==> src/rtl/bus_arbiter.sv <==
// Round-robin bus arbiter: per grant it strobes the bus register clear, then load,
// then holds the grant until the owner releases it or the hold limit is reached.
module bus_arbiter #(
  parameter int N        = 4,
  parameter int HOLD_MAX = 15
) (
  input  logic                 clk,
  input  logic                 rst,
  input  logic [N-1:0]         req,
  input  logic [N-1:0]         rel,
  output logic [N-1:0]         gnt,
  output logic [$clog2(N)-1:0] owner,
  output logic                 busy,
  output logic                 bus_clr,
  output logic                 bus_load,
  output logic                 timeout
);

  localparam int OW = $clog2(N);
  localparam logic [7:0] HOLD_LAST = 8'(HOLD_MAX - 1);

  typedef enum logic [1:0] {IDLE, CLR, LOAD, HOLD} state_t;

  state_t        state;
  logic [OW-1:0] last;
  logic [OW-1:0] win;
  logic [7:0]    cnt;

  // Scan from the farthest candidate to the nearest so the nearest set bit after last wins.
  function automatic logic [OW-1:0] rr_pick(input logic [N-1:0] r, input logic [OW-1:0] l);
    logic [OW-1:0] w;
    int            idx;
    w = l;
    for (int i = N; i >= 1; i--) begin
      idx = (int'(l) + i) % N;
      if (r[idx]) w = idx[OW-1:0];
    end
    return w;
  endfunction

  assign win = rr_pick(req, last);

  always_ff @(posedge clk or posedge rst) begin
    if (rst) begin
      state   <= IDLE;
      owner   <= '0;
      last    <= OW'(N - 1);
      cnt     <= '0;
      timeout <= 1'b0;
    end else begin
      timeout <= 1'b0;
      case (state)
        IDLE: begin
          if (|req) begin
            owner <= win;
            last  <= win;
            state <= CLR;
          end
        end
        CLR:  state <= LOAD;
        LOAD: begin
          state <= HOLD;
          cnt   <= '0;
        end
        HOLD: begin
          // Release wins over the hold limit when both occur on the same edge.
          if (rel[owner] || !req[owner]) begin
            state <= IDLE;
          end else if (cnt == HOLD_LAST) begin
            state   <= IDLE;
            timeout <= 1'b1;
          end else begin
            cnt <= cnt + 8'd1;
          end
        end
        default: state <= IDLE;
      endcase
    end
  end

  always_comb begin
    gnt = '0;
    if (state == LOAD || state == HOLD) gnt[owner] = 1'b1;
  end

  assign busy     = (state != IDLE);
  assign bus_clr  = (state == CLR);
  assign bus_load = (state == LOAD);

endmodule

==> config.mk <==
export PLATFORM = sky130hd
export DESIGN_NAME = bus_arbiter
export DESIGN_NICKNAME = d
export VERILOG_FILES = /design/src/rtl/bus_arbiter.sv
export SDC_FILE = /design/constraint.sdc
export NUM_CORES = 1
export LEC_CHECK = 0
export CAP_MARGIN = 0
export CORE_MARGIN = 2
export CORE_UTILIZATION = 30
export CTS_CLUSTER_DIAMETER = 200
export DETAILED_ROUTE_END_ITERATION = 12
export MAX_ROUTING_LAYER = met4
export PLACE_DENSITY = 0.57
export SETUP_SLACK_MARGIN = 0.2
export SLEW_MARGIN = 20
export SYNTH_ARGS = -nofsm -noshare
export SYNTH_HDL_FRONTEND = slang
export SYNTH_SLANG_ARGS = --single-unit
==> constraint.sdc <==
create_clock -name clk -period 4.15 [get_ports clk]
set_input_delay 0.83 -clock clk [delete_from_list [all_inputs] [get_ports clk]]
set_output_delay 0.83 -clock clk [all_outputs]
set_load 0.05 [all_outputs]
* Word level (Yosys, flattened, before mapping)
Cells that the tools add are included.
W data, S select, Z words.
** Operators by class
- $add $sub $neg :: 5
- Magnitude comparators :: 6
- Mux-type cells :: 33
- Reduce and logical (&&, ||, !) cells :: 15
- Equality and inequality tests :: 8
- Bitwise logic cells :: 4
** Operators with widths (count)
- $lt A3 B4 Y1 const B :: 4
- $mux W8 :: 2
- $pmux W8 S2 :: 1
- $mux W1 :: 14
- $mux W2 :: 7
- $bmux W1 S2 :: 6
- $add A8 B1 Y8 const B :: 1
- $eq A8 B4 Y1 const B :: 1
- $pmux W2 S4 :: 1
- $reduce_or A2 Y1 :: 4
- $ne A2 B2 Y1 const B :: 3
- $add A2 B1 Y2 const B :: 2
- $add A2 B2 Y2 const B :: 2
- $and A1 B1 Y1 const A :: 4
- $eq A2 B2 Y1 const B :: 2
- $mux W4 :: 1
- $reduce_and A2 Y1 :: 2
- $reduce_bool A2 Y1 :: 2
- $reduce_or A4 Y1 :: 1
- $lt A2 B3 Y1 const B :: 1
- $ne A3 B3 Y1 const B :: 1
- $reduce_and A3 Y1 :: 1
- $demux W1 S2 :: 1
- $eq A2 B1 Y1 const B :: 1
- 5 further kinds :: 6
** Storage, ports and cells
- Register bits :: 15
- Input port bits :: 10
- Logic and storage cells :: 76

* Longest topological paths before layout
- Depth after elaboration :: 10
- Mapped depth :: 7
- Depth with buffers taken out :: 5

* Least setup slack after synthesis
No wires, ideal clock.
- Path kind :: register -> output
- Start point :: register state[0]
- End point :: output port gnt[0]
- Cell stages (with the launch flop) :: 5
- Path slack :: 1143 ps
- Buffers on the path :: 0
- Arrival time :: 2177 ps
- Path through :: dfrtp_1 inv_1 ha_1 nor2_1 nor3_1
** Between the ends
- Word-level cells in the longest chain between the ends :: 3
** RTL lines
- start, declared :: RTL line 24 : state_t state;
- start signal, assigned :: RTL line 45 : state <= IDLE;
- start signal, assigned :: RTL line 57 : state <= CLR;
- start signal, assigned :: RTL line 60 : CLR: state <= LOAD;
- $eq A2 B2 Y1
- named net bus_load :: RTL line 15 : output logic bus_load,
- $logic_or A1 B1 Y1 :: RTL line 83 : if (state == LOAD || state == HOLD) gnt[owner] = 1'b1;
- $mux W4 :: RTL line 83
- end, declared :: RTL line 11 : output logic [N-1:0] gnt,
The timed path passes the listed nets, and every way through them passes these cells.

* Worst setup path after layout
- Start point :: register state[0]
- End point :: output port gnt[2]
** Between the ends
- Word-level cells in the longest chain between the ends :: 3
** RTL lines (RTL line)
- $eq A2 B2 Y1 :: 83
- $logic_or A1 B1 Y1 * :: 83
- $mux W4 * :: 83
Every way passes the cells marked *; elsewhere a longest branch is shown, timed or not.

==> impl_results.md <==
- Max IR drop VDD: 0.4077 mV
- Required time of the critical path: 3320 ps
- Area growth syn-to-layout: 24.53%
- Die boundary width: 63.47 um
- End of the worst register-to-register path: cnt[6]$_DFFE_PP0P_
- Total met2 wirelength after detailed routing: 1149 um
- Antenna diode count: 0
- Maximum buffer depth of the clock tree: 2
- Number of pins exceeding their max-slew limit in the final report: 0
- Number of antenna violations at the first check in global routing: 0
- Number of fillers in the final layout: 374
- Worst reg-to-reg setup slack: 2020 ps
- Vias: 927
- Hold buffers post-CTS: 0
- Post-synthesis sequential element count: 15
- RSZ-0062 raised after global routing: false
- Commonest cells after routing, fill and taps aside: 19 x sky130_fd_sc_hd__clkdlybuf4s50_1, 13 x sky130_fd_sc_hd__dfrtp_1, 12 x sky130_fd_sc_hd__inv_1
- Largest delay contributor family on the critical path: buffers and inverters
- Overflow left after global routing: 0
- Library cell contributing the largest single delay on the critical path: sky130_fd_sc_hd__clkdlybuf4s50_1
- Final wirelength: 2367 um
- Number of DRC markers after the initial detailed-route iteration: 57
- Height of the die: 63.47 um
- Kind of critical path: reg2out
- Total power density per cell area: 642.2 nW/um2
- Power Total: 0.8485 mW
- Leading cell types by total area after synthesis: sky130_fd_sc_hd__dfrtp_1 31%, sky130_fd_sc_hd__ha_1 7.1%, sky130_fd_sc_hd__dfstp_2 5.0%, sky130_fd_sc_hd__nand2b_1 4.7%, sky130_fd_sc_hd__inv_1 4.2%
- Die area: 4028 um2
- Clock-pin transition on the worst setup and hold timing paths: 110 ps
- Combined area of the multi-input logic cells: 623.1 um2
- Post-DP HPWL: 1783 um
- Setup TNS after final layout: 0 ps
- Proportion of synthesized flip-flops having asynchronous set or reset: 100.0%
- Worst slew margin: 59.27%
- DR pass1 iterations: 4
- Setup skew after layout: 3.192 ps
- Via-to-Cell Ratio: 5.179
- Netlist area before placement: 1061 um2
- Number of rows created at floorplan: 21
- Hold path startpoint: last[1]$_DFFE_PP1P_
- Total clock sinks: 15
- Buffers inserted by post-CTS timing repair: 0
- Level count of the clock H-tree: 1
- Sequential element share of the synthesized area: 35.61%
- Top-Level Pins: 20
- I/O Buffers: 19
- Number of failing setup endpoints in the final timing report: 0
- Worst skew pair latency: 290 ps
- Average wire per cell in the routed design: 13.22 um
- Highest routing layer actually used: met4
- Post-synthesis average cell area: 9.473 um2
- Clock tree from TritonCTS: done
- Share of Yosys cell area claimed by the top area cell type: 30.66%
- Count of mapped cells out of synthesis: 112
- Ratio of cells with drive above 1 in the final layout: 10.53%
- Most common cell after layout, fill and taps aside: sky130_fd_sc_hd__clkdlybuf4s50_1
- Yosys warns: 0
- Total Nets Final: 150
- Number of different library cells in the post-synthesis netlist: 43
- Final Hold Fails: 0
- Largest net degree at the start of global routing: 16
- Number of gates given a new drive strength after cts: 0
- Timing-limited maximum frequency: 337.9 MHz
- CP max stage delay: 820 ps
- Critical path peak fanout: 5
- Top cell type by total area after synthesis: sky130_fd_sc_hd__dfrtp_1
- Total routing usage reported by global routing: 13.66%
- Starting density of the core: 31.55%
- List of cells traversed by the critical path: inv_1, ha_1, nor2_1, nor3_1, clkdlybuf4s50_1
- Worst path buffer plus inverter count: 2
- Core area: 3363 um2
- Cell chosen for the clock root: sky130_fd_sc_hd__clkbuf_4
- DRT antenna net count: 0
- Critical path endpoint category: output port
- Hold Path End: last[1]$_DFFE_PP1P_
- Outcome: finished clean
- Met3 routed wirelength: 74 um
- Data arrival time of the critical path: 2130 ps
- Hold path depth: 1
- Synthesized Nets: 128
- Kind of path behind the tightest hold check: reg2reg
- Max_cap viols: 0
- Cells on worst reg2reg path: 4
- Transition time at the pin with the least slew margin: 610.3 ps
- Clock buffer count from CTS: 3
- Wire length of the first global-routing pass: 4284 um
- Sequential Area: 377.9 um2
- Critical R2R Launch: owner[1]$_DFFE_PP0P_
- Static leakage: 0.5532 nW
- Final estimated routing congestion in global placement: 0.8613
- Tmin final: 2959 ps
- Crit path launch type: flop
- Metal1 wirelength: 1124 um
- Crit share post-route: 71.31%
- Number of global-route vias before repair: 934
- DR DRC count: 0
- EDFF count, synth: 0
- Most common flop cell mapped by yosys: sky130_fd_sc_hd__dfrtp_1
[cell families after synthesis]
family,Yosys count,synth area share (%)
AOI/OAI and AO/OA,27,20.76
xor gates and xnor gates,1,0.8256
adders and majority gates,6,7.075
buffers and inverters,14,5.660
DFF,15,35.61
muxes,6,7.075
and+or+nand+nor,43,23.00
[layout make-up]
cell class | instances | share of cell area [%]
well taps | 46 | 4.356
repair buffers | 19 | 14.39
clock inverters | 1 | 0.3788
clock buffers | 3 | 1.705
flip-flops and latches | 15 | 28.60
inverters | 12 | 3.409
multi-input cells | 83 | 47.16
[flip-flops by register name, indices dropped and copies added (netlist names)]
name     count
owner        2
state        2
last         2
cnt          8
timeout      1
[power by group]
group          total [mW]  switching, mW  internal (mW)
combinational       0.510          0.320          0.190
sequential          0.247         0.0537          0.194
clock              0.0914         0.0556         0.0358
[synthesized netlist by cell type, drive strengths merged (3+ instances only)]
cell type,instances
ha,6
nand2b,8
a2111oi,3
o21ai,6
or3,3
nor2,4
nand3,5
a31o,3
nand2,7
inv,12
mux2i,3
dfrtp,13
o31ai,3
[worst max path at each step]
stage | from | endpoint | slack (ps) | cells past startpoint
floorplan | state[0]$_DFFE_PP0P_ | gnt[0] | 1140 | 4
global placement | req[1] | cnt[5]$_DFFE_PP0P_ | 1150 | 5
detailed placement | req[1] | cnt[2]$_DFFE_PP0P_ | 1100 | 5
CTS | state[0]$_DFFE_PP0P_ | gnt[3] | 1170 | 5
global route | state[0]$_DFFE_PP0P_ | gnt[2] | 980 | 5
finish | state[0]$_DFFE_PP0P_ | gnt[2] | 1190 | 5
[metrics by stage]
step | std cells | setup WS [ps] | hold slack (ps) | instance area [um2] | util [%]
global route | 179 | 977.3 | 577.0 | 1321 | 39.29
floorplan | 112 | 1143 | 514.8 | 1061 | -
finish | 179 | 1191 | 553.8 | 1321 | 39.29
global placement | 175 | 1153 | 534.3 | 1294 | 38.47
CTS | 179 | 1167 | 558.5 | 1321 | 39.29
detailed placement | 175 | 1099 | 542.3 | 1294 | 38.47
[routing by layer]
metal	up-vias	global-route usage, %
met5	-	-
li1	459	-
met4	0	3.261
met1	450	16.83
met2	16	22.63
met3	2	3.214
No activity file was read; power rests on OpenSTA's default activity.
